--- src/rtl/fetch_pkg.sv ---
// Shared types and constants for the instruction fetch stage.
// Holds the fetch FSM state enum and fetch block geometry.
package fetch_pkg;

  typedef enum logic [1:0] {
    IDLE,
    REQ,
    WAIT,
    DROP
  } fetch_state_t;

  localparam logic [31:0] FETCH_RESET_PC    = 32'hbfc0_0000;
  localparam logic [31:0] FETCH_BLOCK_BYTES = 32'd8;
  localparam logic [31:0] FETCH_WORD_BYTES  = 32'd4;

endpackage

--- src/rtl/fetch_pc_gen.sv ---
// Next-PC and write-word-count logic for instruction_fetch (combinational).
// Ports: i_pc, i_redirect_valid, i_redirect_pc, i_write -> o_next_pc, o_two_words.
// Dual-word fetch enabled by INSTRUCTION_FETCH_DUAL_EN.
module fetch_pc_gen
  import fetch_pkg::*;
(
  input  logic [31:0] i_pc,
  input  logic        i_redirect_valid,
  input  logic [31:0] i_redirect_pc,
  input  logic        i_write,
  output logic [31:0] o_next_pc,
  output logic        o_two_words
);

`ifdef INSTRUCTION_FETCH_DUAL_EN
  // Second word is only in the same 8-byte block when pc sits on its first word.
  assign o_two_words = ~i_pc[2];
`else
  assign o_two_words = 1'b0;
`endif

  logic [31:0] w_step;
  assign w_step = o_two_words ? FETCH_BLOCK_BYTES : FETCH_WORD_BYTES;

  // i_write is never set in a redirect cycle, so the arms are exclusive.
  always_comb begin
    o_next_pc = i_pc;
    unique case (1'b1)
      i_redirect_valid: o_next_pc = i_redirect_pc & ~32'd3;
      i_write:          o_next_pc = i_pc + w_step;
      default:          o_next_pc = i_pc;
    endcase
  end

endmodule

--- src/rtl/instruction_fetch.sv ---
// Fetch stage: one outstanding icache request, writes 1-2 words per response
// into the instruction FIFO, applies redirects and drops stale responses.
// Ports: clk, rst, redirect_valid/pc, fifo_full, inst_req/addr/addr_ok/
// data_ok/rdata1/rdata2, fifo_write_en/data/address 1 and 2.
// Dual-word fetch enabled by INSTRUCTION_FETCH_DUAL_EN.
module instruction_fetch
  import fetch_pkg::*;
#(
  parameter logic [31:0] RESET_PC = FETCH_RESET_PC
) (
  input  logic        clk,
  input  logic        rst,
  input  logic        redirect_valid,
  input  logic [31:0] redirect_pc,
  input  logic        fifo_full,
  output logic        inst_req,
  output logic [31:0] inst_addr,
  input  logic        inst_addr_ok,
  input  logic        inst_data_ok,
  input  logic [31:0] inst_rdata1,
  input  logic [31:0] inst_rdata2,
  output logic        fifo_write_en1,
  output logic        fifo_write_en2,
  output logic [31:0] fifo_write_data1,
  output logic [31:0] fifo_write_data2,
  output logic [31:0] fifo_write_address1,
  output logic [31:0] fifo_write_address2
);

  fetch_state_t r_state;
  logic [31:0]  r_pc;
  logic [31:0]  w_next_pc;
  logic         w_two_words;
  logic         w_write;

  assign w_write = (r_state == WAIT) & inst_data_ok & ~redirect_valid;

  fetch_pc_gen u_pc_gen (
    .i_pc             (r_pc),
    .i_redirect_valid (redirect_valid),
    .i_redirect_pc    (redirect_pc),
    .i_write          (w_write),
    .o_next_pc        (w_next_pc),
    .o_two_words      (w_two_words)
  );

  always_ff @(posedge clk or posedge rst) begin
    if (rst) begin
      r_state <= IDLE;
      r_pc    <= RESET_PC;
    end else begin
      r_pc <= w_next_pc;
      unique case (r_state)
        IDLE: if (!fifo_full) r_state <= REQ;
        REQ:  if (inst_addr_ok)
                r_state <= redirect_valid ? DROP : WAIT;
        WAIT: if (inst_data_ok)        r_state <= IDLE;
              else if (redirect_valid) r_state <= DROP;
        DROP: if (inst_data_ok) r_state <= IDLE;
      endcase
    end
  end

  assign inst_req  = (r_state == REQ);
  assign inst_addr = {r_pc[31:2], 2'b00};

  assign fifo_write_en1      = w_write;
  assign fifo_write_en2      = w_write & w_two_words;
  assign fifo_write_data1    = w_write ? inst_rdata1 : 32'd0;
  assign fifo_write_address1 = w_write ? inst_addr : 32'd0;

`ifdef INSTRUCTION_FETCH_DUAL_EN
  assign fifo_write_data2    = fifo_write_en2 ? inst_rdata2 : 32'd0;
  assign fifo_write_address2 = fifo_write_en2 ? inst_addr + FETCH_WORD_BYTES
                                              : 32'd0;
`else
  logic w_unused_rdata2;
  assign w_unused_rdata2     = ^inst_rdata2;
  assign fifo_write_data2    = 32'd0;
  assign fifo_write_address2 = 32'd0;
`endif

endmodule

--- config.mk ---
export PLATFORM = sky130hd
export DESIGN_NAME = instruction_fetch
export DESIGN_NICKNAME = d
export VERILOG_FILES = /design/src/rtl/fetch_pkg.sv /design/src/rtl/fetch_pc_gen.sv /design/src/rtl/instruction_fetch.sv
export SDC_FILE = /design/constraint.sdc
export NUM_CORES = 1
export LEC_CHECK = 0
export ABC_AREA = 1
export ABC_CLOCK_PERIOD_IN_PS = 1640
export BUFFER_PORTS_ARGS = -buffer_cell sky130_fd_sc_hd__buf_2
export CORE_AREA = 2 2 102 104
export CTS_CLUSTER_DIAMETER = 200
export DETAILED_ROUTE_END_ITERATION = 16
export DIE_AREA = 0 0 104 106
export GPL_TIMING_DRIVEN = 0
export HOLD_SLACK_MARGIN = 0.12
export MAX_ROUTING_LAYER = met4
export PLACE_DENSITY_LB_ADDON = 0.2
export SKIP_CTS_REPAIR_TIMING = 1
export SYNTH_ARGS = -nofsm -noshare
export SYNTH_HDL_FRONTEND = slang
export SYNTH_SLANG_ARGS = --single-unit
--- constraint.sdc ---
create_clock -name clk -period 1.64 [get_ports clk]
set_input_delay 0.164 -clock clk [delete_from_list [all_inputs] [get_ports clk]]
set_output_delay 0.164 -clock clk [all_outputs]
set_load 0.02 [all_outputs]
==> reports/qor.tcl <==
set qor(post_route_cells_drive_above_1_share_pct) 47.3
set qor(ff2ff_path_depth) 12
set qor(cts_root_cell) {sky130_fd_sc_hd__clkbuf_8}
set qor(drt-pass1-iter-count) 4
set qor(setup_viol_count_final) 73
set qor(holdPathStages) 3
set qor(post-route-drc-count) 0
set qor(postPlaceCellArea_sq_um) 4570
set qor(critical_path_peak_fanout) 10
set qor(power.density_nw_per_um2) 892
set qor(slowest_stage) {sky130_fd_sc_hd__dfrtp_1}
set qor(postSynthCellCount) 561
set qor(core_area_sq_um) 10000
set qor(design.final.nets) 924
set qor(vias) 4263
set qor(avgSynthCellArea_sq_um) 5.95
set qor(die_area_sq_um) 11000
set qor(area.growth.synth_to_final_pct) 73.6
set qor(timing.final.ws_setup_ps) -316
set qor(worst_slew_margin_rel_pct) 49.0
set qor(n_fill_cell) 978
set qor(viasPerCell) 4.43
set qor(via_count_of_the_first_global_routing_pass) 3818
set qor(cts_tree) {yes}
set qor(synth-seq-cells) 32
set qor(crit_type) {flip-flop to output port}
set qor(critical_path_cell_by_cell) {buf_6, nand2_4, nor2_4, nand2_4, buf_8, buf_8, buf_12, nor2_1, buf_4}
set qor(ys.warnings.count) 0
set qor(place.gp.congestion) 0.882
set qor(tightest_slew_ps) 764
set qor(min-delay-path-class) {input pin to flip-flop}
set qor(fin_skew_ps) 11.4
set qor(syn_std_cell_area_sq_um) 3340
set qor(place.port_buffers) 161
set qor(arrival_ps) 1790
set qor(final_design_area_no_fill_sq_um) 5800
set qor(pin_count_of_the_biggest_net_entering_global_routing) 33
set qor(core.rowCount) 37
set qor(rsz0062_at_grt) {yes}
set qor(grt_first_pass_wirelength_microns) 19200
set qor(crit_required_ps) 1480
set qor(max-clock-path-buffers) 2
set qor(wl_per_cell_microns) 13.7
set qor(run_status) {finished with violations}
set qor(grt_util_all_layers_pct) 22.4
set qor(achievable_frequency_mhz) 511
set qor(grt-ovfl-total) 0
set qor(finalCritPeriodShare_pct) 119
set qor(synth-seq-area-share_pct) 24.3
set qor(peakVddDrop_v) 0.000494
set qor(finalWirelength_microns) 13200
set qor(synthDistinctLibCells) 26
set qor(num_clock_sinks) 32
set qor(worst_skew_pair.late_latency_ps) 300
set qor(initial_antenna_violation_count) 4
set qor(max_stage_delay_ps) 350
set qor(floorplan.die.width_microns) 104
set qor(effective_utilization_at_floorplan_pct) 33.4
set qor(hold_viol_final) 0
set qor(die_height_microns) 106
set qor(cts_made_buffers) 5
set qor(hold-worst-slack_ps) 109
set qor(drt_antenna_net_count) 0
set qor(crit_path_end_kind) {output port}
set qor(first_iter_violations) 158
set qor(power.static_leakage_nw) 3.26
set qor(maxCapViolCount) 0
set qor(final_max_slew_viol_count) 0
set qor(critPathLaunchType) {flip-flop}
set qor(final_period_minus_worst_setup_slack_ps) 1960
set qor(top_level_ports) 265
set qor(failing_checks) {negative setup slack}
set qor(clk_pin_slew_ps) 80
set qor(place_hpwl_microns) 9920
set qor(h_tree_lvls) 2
state kept, by name, summed over array words and instances, names as in the netlist:
| signal | count |
|---|---|
| r_pc | 30 |
| r_state | 2 |
synth_stat cells:
| master | instances | area [sq um] |
|---|---|---|
| sky130_fd_sc_hd__nand2_4 | 1 | 11.3 |
| sky130_fd_sc_hd__buf_2 | 7 | 35.0 |
| sky130_fd_sc_hd__a211oi_1 | 2 | 15.0 |
| sky130_fd_sc_hd__nand2_2 | 1 | 6.26 |
| sky130_fd_sc_hd__o22ai_1 | 5 | 31.3 |
| sky130_fd_sc_hd__nand3_1 | 29 | 145 |
| sky130_fd_sc_hd__dfstp_2 | 9 | 236 |
| sky130_fd_sc_hd__nor2_2 | 14 | 87.6 |
| sky130_fd_sc_hd__o21ai_0 | 29 | 145 |
| sky130_fd_sc_hd__nor2_4 | 2 | 22.5 |
| sky130_fd_sc_hd__ha_1 | 1 | 12.5 |
| sky130_fd_sc_hd__buf_6 | 5 | 56.3 |
| sky130_fd_sc_hd__clkbuf_1 | 5 | 18.8 |
| sky130_fd_sc_hd__a21oi_1 | 26 | 130 |
| sky130_fd_sc_hd__buf_4 | 71 | 533 |
| sky130_fd_sc_hd__or2_2 | 1 | 6.26 |
| sky130_fd_sc_hd__nor2_1 | 134 | 503 |
| sky130_fd_sc_hd__nand3b_1 | 1 | 7.51 |
| sky130_fd_sc_hd__o211ai_1 | 4 | 30.0 |
| sky130_fd_sc_hd__dfrtp_1 | 23 | 576 |
| sky130_fd_sc_hd__o21ai_1 | 8 | 40.0 |
| sky130_fd_sc_hd__and2_1 | 2 | 12.5 |
| sky130_fd_sc_hd__inv_2 | 1 | 3.75 |
| sky130_fd_sc_hd__conb_1 | 1 | 3.75 |
| sky130_fd_sc_hd__nand2_1 | 95 | 357 |
| sky130_fd_sc_hd__inv_1 | 84 | 315 |
final cells by class:
class / instances / area (sq um) / area share [%]
antenna: 4 / 10.0 / 0.173
buffer: 88 / 764 / 13.2
clock buffer: 8 / 90.1 / 1.55
inverter: 85 / 324 / 5.59
multi-input combinational: 424 / 2230 / 38.5
sequential: 32 / 813 / 14.0
tap: 136 / 170 / 2.93
timing repair buffer: 185 / 1400 / 24.1
cell usage in the layout (no fill, tap or decap), types with 3 or more instances in the layout:
cell type,instances
sky130_fd_sc_hd__buf_4,104
sky130_fd_sc_hd__buf_2,99
sky130_fd_sc_hd__nor2_1,88
sky130_fd_sc_hd__nand2_1,80
sky130_fd_sc_hd__inv_1,70
sky130_fd_sc_hd__conb_1,69
sky130_fd_sc_hd__buf_6,50
sky130_fd_sc_hd__nor2_4,31
sky130_fd_sc_hd__nor2_2,31
sky130_fd_sc_hd__nand3_1,28
sky130_fd_sc_hd__o21ai_0,26
sky130_fd_sc_hd__a21oi_1,23
sky130_fd_sc_hd__dfrtp_1,22
sky130_fd_sc_hd__nand2_4,15
sky130_fd_sc_hd__inv_2,14
sky130_fd_sc_hd__buf_12,9
sky130_fd_sc_hd__o21ai_1,9
sky130_fd_sc_hd__dfstp_2,9
sky130_fd_sc_hd__clkbuf_8,6
sky130_fd_sc_hd__clkbuf_1,5
sky130_fd_sc_hd__diode_2,4
sky130_fd_sc_hd__o211ai_1,4
sky130_fd_sc_hd__o22ai_2,3
sky130_fd_sc_hd__a21oi_2,3
sky130_fd_sc_hd__clkbuf_16,3
per-stage QoR:
step | total power [W] | std cells | setup TNS, ps | setup WS (ps) | util (%)
2_1_floorplan | 0.00297 | 629 | 0 | 28.2 | -
3_3_place_gp | 0.00370 | 926 | -4430 | -208 | 45.7
3_5_place_dp | 0.00374 | 926 | -6020 | -251 | 45.7
4_1_cts | 0.00441 | 934 | -23670 | -579 | 46.6
5_1_grt | 0.00550 | 962 | -19820 | -411 | 58.0
6_report | 0.00517 | 962 | -13970 | -316 | 58.0
path summary, 6_finish.rpt:
path / start / to / slack [ps]
worst min register to register: r_pc[31] / r_pc[31] / 550
max in group asynchronous: rst / r_pc[11] / 550
worst max register to register: r_state[1] / r_pc[26] / -60
worst max-delay path: r_state[1] / fifo_write_data1[6] / -320
worst min-delay path: redirect_pc[4] / r_pc[4] / 110
min in group asynchronous: rst / r_pc[9] / 550
layer usage:
| layer | GRT usage (%) | part of all wire (%) |
|---|---|---|
| met5 | - | 0 |
| met4 | 9.36 | 3.1 |
| met3 | 3.43 | 6.2 |
| met2 | 38.3 | 51 |
| met1 | 26.3 | 39 |
kinds of logic (layout without fill, tap and decap cells):
kind of cell / count (synthesis) / count (layout) / synth area share, %
and+or+nand+nor: 280 / 280 / 34.7
DFF: 32 / 32 / 24.3
AOI/OAI and AO/OA: 74 / 74 / 11.7
other: 1 / 73 / 0.112
buffers and inverters: 173 / 366 / 28.8
adders and majority gates: 1 / 1 / 0.374
worst max-delay path: cells and delay by family, from the launching register on:
kind	cells	cell delay [ps]
buffers and inverters	5	720
AND/OR/NAND/NOR	4	410
flip-flops	1	350
power breakdown:
group | total, W | internal, W | switching, W
Sequential | 0.00143 | 0.00105 | 0.000377
Combinational | 0.00308 | 0.00124 | 0.00184
Clock | 0.000666 | 0.000343 | 0.000323
Power figures use the tool's default switching activity.
